[config.mk]
export PLATFORM = sky130hd
export DESIGN_NAME = rc4_sequencer
export DESIGN_NICKNAME = d
export VERILOG_FILES = /design/src/rtl/rc4_pkg.sv /design/src/rtl/phase_timer.sv /design/src/rtl/rc4_sequencer.sv
export SDC_FILE = /design/constraint.sdc
export NUM_CORES = 1
export LEC_CHECK = 0
export ABC_AREA = 1
export CORE_MARGIN = 1.5
export CORE_UTILIZATION = 40
export DETAILED_ROUTE_END_ITERATION = 6
export GPL_ROUTABILITY_DRIVEN = 0
export PLACE_DENSITY = 0.77
export SLEW_MARGIN = 0
export SYNTH_ARGS = -nofsm -noshare
export SYNTH_HDL_FRONTEND = slang
export SYNTH_SLANG_ARGS = --single-unit
[constraint.sdc]
create_clock -name clk -period 1.6 [get_ports clk]
set_clock_uncertainty 0.2 [all_clocks]
set_input_delay 0.4 -clock clk [delete_from_list [all_inputs] [get_ports clk]]
set_output_delay 0.4 -clock clk [all_outputs]
set_load 0.03 [all_outputs]
[src/rtl/rc4_pkg.sv]
// rc4_pkg -- shared types and constants for the RC4 phase sequencer.
//   state_e   : sequencer FSM states
//   PH_*      : encoding of the S-memory owner shown on the phase output
//   byte_t    : 8-bit address/data byte
//   TIMER_W   : width of the per-phase watchdog timer
//   is_run()  : true for the three states in which an engine owns the S RAM
package rc4_pkg;

  typedef logic [7:0] byte_t;

  typedef enum logic [3:0] {
    ST_IDLE,
    ST_INIT_GO,
    ST_INIT_RUN,
    ST_KSA_GO,
    ST_KSA_RUN,
    ST_PRGA_GO,
    ST_PRGA_RUN,
    ST_DONE,
    ST_ERROR
  } state_e;

  localparam logic [1:0] PH_NONE = 2'b00;
  localparam logic [1:0] PH_INIT = 2'b01;
  localparam logic [1:0] PH_KSA  = 2'b10;
  localparam logic [1:0] PH_PRGA = 2'b11;

  localparam int TIMER_W = 16;

  function automatic logic is_run(input state_e s);
    return (s == ST_INIT_RUN) || (s == ST_KSA_RUN) || (s == ST_PRGA_RUN);
  endfunction

endpackage

[src/rtl/phase_timer.sv]
// phase_timer -- per-phase watchdog counter.
//   clk, reset_n : clock, asynchronous active-low reset
//   clr_i        : force the count to zero on the next edge
//   en_i         : count one per cycle (saturating, never wraps)
//   count_o      : current count (0 during the first cycle after a clear)
//   expired_o    : the count reaches TIMEOUT on the coming edge while enabled
module phase_timer
  import rc4_pkg::*;
#(
  parameter int TIMEOUT = 4096
) (
  input  logic               clk,
  input  logic               reset_n,
  input  logic               clr_i,
  input  logic               en_i,
  output logic [TIMER_W-1:0] count_o,
  output logic               expired_o
);

  localparam logic [TIMER_W-1:0] MAX = '1;
  // Flag one cycle early so the owner leaves its run state exactly TIMEOUT
  // cycles after entering it.
  localparam logic [TIMER_W-1:0] LIMIT = (TIMEOUT <= 1)     ? '0  :
                                         (TIMEOUT > 65536)  ? MAX :
                                         TIMER_W'(TIMEOUT - 1);

  logic [TIMER_W-1:0] count_q, count_d;

  always_comb begin
    count_d = count_q;
    if (clr_i) begin
      count_d = '0;
    end else if (en_i && (count_q != MAX)) begin
      count_d = count_q + 1'b1;
    end
  end

  always_ff @(posedge clk or negedge reset_n) begin
    if (!reset_n) begin
      count_q <= '0;
    end else begin
      count_q <= count_d;
    end
  end

  assign count_o   = count_q;
  assign expired_o = en_i && (count_q >= LIMIT);

endmodule

[src/rtl/rc4_sequencer.sv]
// rc4_sequencer -- runs the RC4 init -> KSA -> PRGA engines in order and
// grants the shared S RAM port to whichever engine currently owns it.
//   start, abort                 : sequence request / forced return to idle
//   init/ksa/prga_start          : one-cycle engine start pulses (registered)
//   init/ksa/prga_finish         : engine completion levels
//   init/ksa/prga_addr/data/wen  : engine S RAM requests
//   s_addr, s_data, s_wen        : granted S RAM request
//   phase                        : current memory owner (PH_*)
//   busy, done, error            : status; error is a sticky phase timeout
module rc4_sequencer
  import rc4_pkg::*;
#(
  parameter int TIMEOUT = 4096
) (
  input  logic       clk,
  input  logic       reset_n,
  input  logic       start,
  input  logic       abort,
  output logic       init_start,
  output logic       ksa_start,
  output logic       prga_start,
  input  logic       init_finish,
  input  logic       ksa_finish,
  input  logic       prga_finish,
  input  byte_t      init_addr,
  input  byte_t      init_data,
  input  byte_t      ksa_addr,
  input  byte_t      ksa_data,
  input  byte_t      prga_addr,
  input  byte_t      prga_data,
  input  logic       init_wen,
  input  logic       ksa_wen,
  input  logic       prga_wen,
  output byte_t      s_addr,
  output byte_t      s_data,
  output logic       s_wen,
  output logic [1:0] phase,
  output logic       busy,
  output logic       done,
  output logic       error
);

  state_e             state_q;
  logic [1:0]         phase_q;
  logic               init_start_q, ksa_start_q, prga_start_q;
  logic               done_q, error_q, busy_q;
  logic [TIMER_W-1:0] timer_count;
  logic               timer_expired;
  logic               in_run, in_go;
  logic               cur_finish, finish_seen;

  assign in_run = is_run(state_q);
  assign in_go  = (state_q == ST_INIT_GO) || (state_q == ST_KSA_GO) ||
                  (state_q == ST_PRGA_GO);

  phase_timer #(
    .TIMEOUT (TIMEOUT)
  ) u_timer (
    .clk       (clk),
    .reset_n   (reset_n),
    .clr_i     (in_go),
    .en_i      (in_run),
    .count_o   (timer_count),
    .expired_o (timer_expired)
  );

  // The timer was cleared in the GO cycle, so a zero count marks the first
  // run cycle, where a finish level left over from a previous run is ignored.
  always_comb begin
    cur_finish = 1'b0;
    case (state_q)
      ST_INIT_RUN: cur_finish = init_finish;
      ST_KSA_RUN:  cur_finish = ksa_finish;
      ST_PRGA_RUN: cur_finish = prga_finish;
      default:     cur_finish = 1'b0;
    endcase
  end

  assign finish_seen = cur_finish && (timer_count != '0);

  always_ff @(posedge clk or negedge reset_n) begin
    if (!reset_n) begin
      state_q      <= ST_IDLE;
      phase_q      <= PH_NONE;
      init_start_q <= 1'b0;
      ksa_start_q  <= 1'b0;
      prga_start_q <= 1'b0;
      done_q       <= 1'b0;
      error_q      <= 1'b0;
      busy_q       <= 1'b0;
    end else begin
      init_start_q <= 1'b0;
      ksa_start_q  <= 1'b0;
      prga_start_q <= 1'b0;
      done_q       <= 1'b0;
      if (abort) begin
        // Abort wins over everything but leaves a pending error visible.
        state_q <= ST_IDLE;
        phase_q <= PH_NONE;
        busy_q  <= 1'b0;
      end else begin
        case (state_q)
          ST_IDLE, ST_ERROR: begin
            if (start) begin
              state_q      <= ST_INIT_GO;
              phase_q      <= PH_INIT;
              init_start_q <= 1'b1;
              busy_q       <= 1'b1;
              error_q      <= 1'b0;
            end
          end
          ST_INIT_GO: state_q <= ST_INIT_RUN;
          ST_KSA_GO:  state_q <= ST_KSA_RUN;
          ST_PRGA_GO: state_q <= ST_PRGA_RUN;
          ST_INIT_RUN, ST_KSA_RUN, ST_PRGA_RUN: begin
            if (finish_seen) begin
              case (state_q)
                ST_INIT_RUN: begin
                  state_q     <= ST_KSA_GO;
                  phase_q     <= PH_KSA;
                  ksa_start_q <= 1'b1;
                end
                ST_KSA_RUN: begin
                  state_q      <= ST_PRGA_GO;
                  phase_q      <= PH_PRGA;
                  prga_start_q <= 1'b1;
                end
                default: begin
                  state_q <= ST_DONE;
                  phase_q <= PH_NONE;
                  done_q  <= 1'b1;
                end
              endcase
            end else if (timer_expired) begin
              state_q <= ST_ERROR;
              phase_q <= PH_NONE;
              error_q <= 1'b1;
              busy_q  <= 1'b0;
            end
          end
          ST_DONE: begin
            state_q <= ST_IDLE;
            busy_q  <= 1'b0;
          end
          default: begin
            state_q <= ST_IDLE;
            phase_q <= PH_NONE;
            busy_q  <= 1'b0;
          end
        endcase
      end
    end
  end

  // Grant mux: only the engine named by phase can reach the RAM, and only
  // while it is actually running.
  always_comb begin
    s_addr = '0;
    s_data = '0;
    s_wen  = 1'b0;
    if (in_run) begin
      case (phase_q)
        PH_INIT: begin s_addr = init_addr; s_data = init_data; s_wen = init_wen; end
        PH_KSA:  begin s_addr = ksa_addr;  s_data = ksa_data;  s_wen = ksa_wen;  end
        PH_PRGA: begin s_addr = prga_addr; s_data = prga_data; s_wen = prga_wen; end
        default: begin s_addr = '0; s_data = '0; s_wen = 1'b0; end
      endcase
    end
  end

  assign init_start = init_start_q;
  assign ksa_start  = ksa_start_q;
  assign prga_start = prga_start_q;
  assign phase      = phase_q;
  assign busy       = busy_q;
  assign done       = done_q;
  assign error      = error_q;

endmodule

==> results.toml <==
[run_status]
status = "finished, violations left"
violations = "negative setup slack"

[global_routing]
grt_use_total_pct = 28.5
antenna_found_initial = 0
grt_max_degree = 29
first_global_vias = 2932
grt_overflow = 0
grt_first_pass_wirelength_um = 13700

[worst_setup_path]
cp.arrival_ps = 1550
crit_fanout = 17
critPathKind = "reg2out"
critPathRequiredTime_ps = 1000
rr_endpoint = "u_timer.count_o[13]$_DFFE_PN0P_"
cp-end-kind = "primary output"
crit_path_start = "phase[1]$_DFFE_PN0P_"
rrSetupSlack_ps = -300
ff2ff_path_depth = 9
worstReg2RegStart = "state_q[2]$_DFFE_PN0P_"
start_kind = "flip-flop"

[drt]
drtIter0Drc = 183
highest_layer = "met4"
met1Wirelength_um = 3760
ant_nets = 0
wirelength_um = 10200
via_count = 3179
route.met2.wl_um = 5060
wl_per_cell_um = 17.5
drc_errors = 0
met3WireLength_um = 836
dr.pass1.iters = 5
vias_per_cell = 5.48

[yosys]
synth.area.top_cells = "dfrtp_1, nand2_1, nand3_1"
ys_warn_count = 0
synth_top_area_share_pct = 31.8
synth_nets = 407
synth_seq_cells = 28
synthCells = 347
yosysMostFrequentCell = "nand2_1"
yosys.area.top_type = "dfrtp_1"
synth_flop_cell = "dfrtp_1"
synth-edff-count = 0
yosysUniqueCellTypes = 32
syn_area_sq_um = 2200
async_flop_share_pct = 100
ys_seq_area_share_pct = 31.8
synth.avg_cell_area_sq_um = 6.35
ys_top_cells_by_count = "nand2_1, inv_1, nand3_1, nor2_1, dfrtp_1"

[power]
power.density_nw_per_um2 = 1130
leakage_nw = 2.15
total_power_mw = 4.84
vdd_ir_drop_max_uv = 971

[timing]
rsz0062_at_grt = "yes"
worst_pin_slew_ps = 379
fmax_ghz = 0.465
relSlewSlack_pct = 74.6
maxSlewViolCount = 0
fin_crit_ps = 2150
setup_ws_ps = -552
finalSetupViolCount = 46
min_period_over_period_pct = 135
hold_violations = 0
fin_setup_tns_ps = -15680

[clocking]
path_clk_slew_ps = 100
clockBufferDepth = 2
ctsHtreeMaxLevel = 1
clock_latency_ps = 290
cts_tree = "built"
clockRootBuffer = "clkbuf_8"
cts_sinks = 28
cts_buffers = 3

[final_layout]
fin_area_sq_um = 4290
areaGrowthSynthToFinish_pct = 95.0
final_nets = 571
antenna_cells = 0
fin_util_pct = 82.5
fillCellCount = 313
final_cells = 580
drive_above_1_share_pct = 45.9

[floorplan]
start_util_pct = 42.3
fp.dieW_um = 77.2
core_sq_um = 5200
dieArea_sq_um = 5960
die_y_um = 77.2
rows = 26
pin_count = 83

[flow_run]
max_cap_viol_count = 0

[place]
post-dp-hpwl_um = 5380
dpl.cell_count = 553
portBuffers = 82
dpl_cell_area_sq_um = 3560

[hold_path]
hold_path.class = "in2async"
==> cells by family (layout without fill, tap and decap cells) <==
kind of cell    after synthesis  count (layout)  share of synthesized area, %
simple gates                229             233                          46.4
buf+inv                      56             215                          9.89
compound gates               29              29                          9.55
flops                        28              28                          31.8
xor+xnor                      3               3                          1.19
fa+ha+maj                     2               2                          1.14
==> repair_timing <==
action,CTS,global route
setup buffers,11,10
resized for setup,82,54
hold buffers,0,0
pin swaps,24,25
cloned,5,0
endpoints found under the setup margin,45,47
==> flip-flops by register name, summed over array words and instances, names as in the netlist <==
| register | flops |
|---|---|
| ksa_start | 1 |
| state_q | 4 |
| init_start | 1 |
| done | 1 |
| error | 1 |
| busy | 1 |
| prga_start | 1 |
| phase | 2 |
| u_timer.count_o | 16 |
==> how the worst max path moves through the flow <==
stage | to | slack [ps] | depth (start not counted)
floorplan | s_addr[0] | -190 | 7
global placement | s_data[3] | -300 | 6
detailed placement | s_data[3] | -310 | 6
CTS | s_data[3] | -480 | 7
global route | s_data[3] | -590 | 8
finish | s_data[3] | -550 | 8
==> layout by cell type (no fill, tap or decap), drive strengths merged, types with 6 or more instances in the layout <==
cell type	count
a21oi	6
buf	103
clkdlybuf4s50	57
dfrtp	28
inv	49
nand2	137
nand3	37
nand4	10
nor2	43
o21ai	18
==> per-stage QoR <==
stage               worst slack (ps)  hold WS, ps
finish                          -552          258
global route                    -588          265
global placement                -295          316
floorplan                       -189        -95.6
detailed placement              -306          329
CTS                             -478          282
==> layout make-up <==
cell class	instances	area, sq um	area share (%)
inverter	50	205	4.78
timing repair inverter	1	8.76	0.204
timing repair buffer	160	1540	35.8
sequential	28	707	16.5
tap	70	87.6	2.04
multi-input combinational	267	1690	39.4
clock buffer	4	55.1	1.28
==> report_power, final <==
part | internal (mW) | total (mW) | switching, mW
clock | 0.222 | 0.466 | 0.244
combinational | 1.56 | 3.48 | 1.91
sequential | 0.799 | 0.901 | 0.102
==> critical path: stages, from the launching register on <==
cell,delay (ps)
dfrtp_2,500
inv_2,70
nor2_4,130
buf_12,150
nand2_1,70
nand3_2,80
nand2_1,70
inv_2,60
buf_6,120
==> layer usage <==
layer,vias up,GRT usage (%)
met5,-,0
met4,0,8.73
met3,60,5.00
met2,212,52.3
met1,1477,33.5
li1,1430,-
Power figures use the tool's default switching activity.
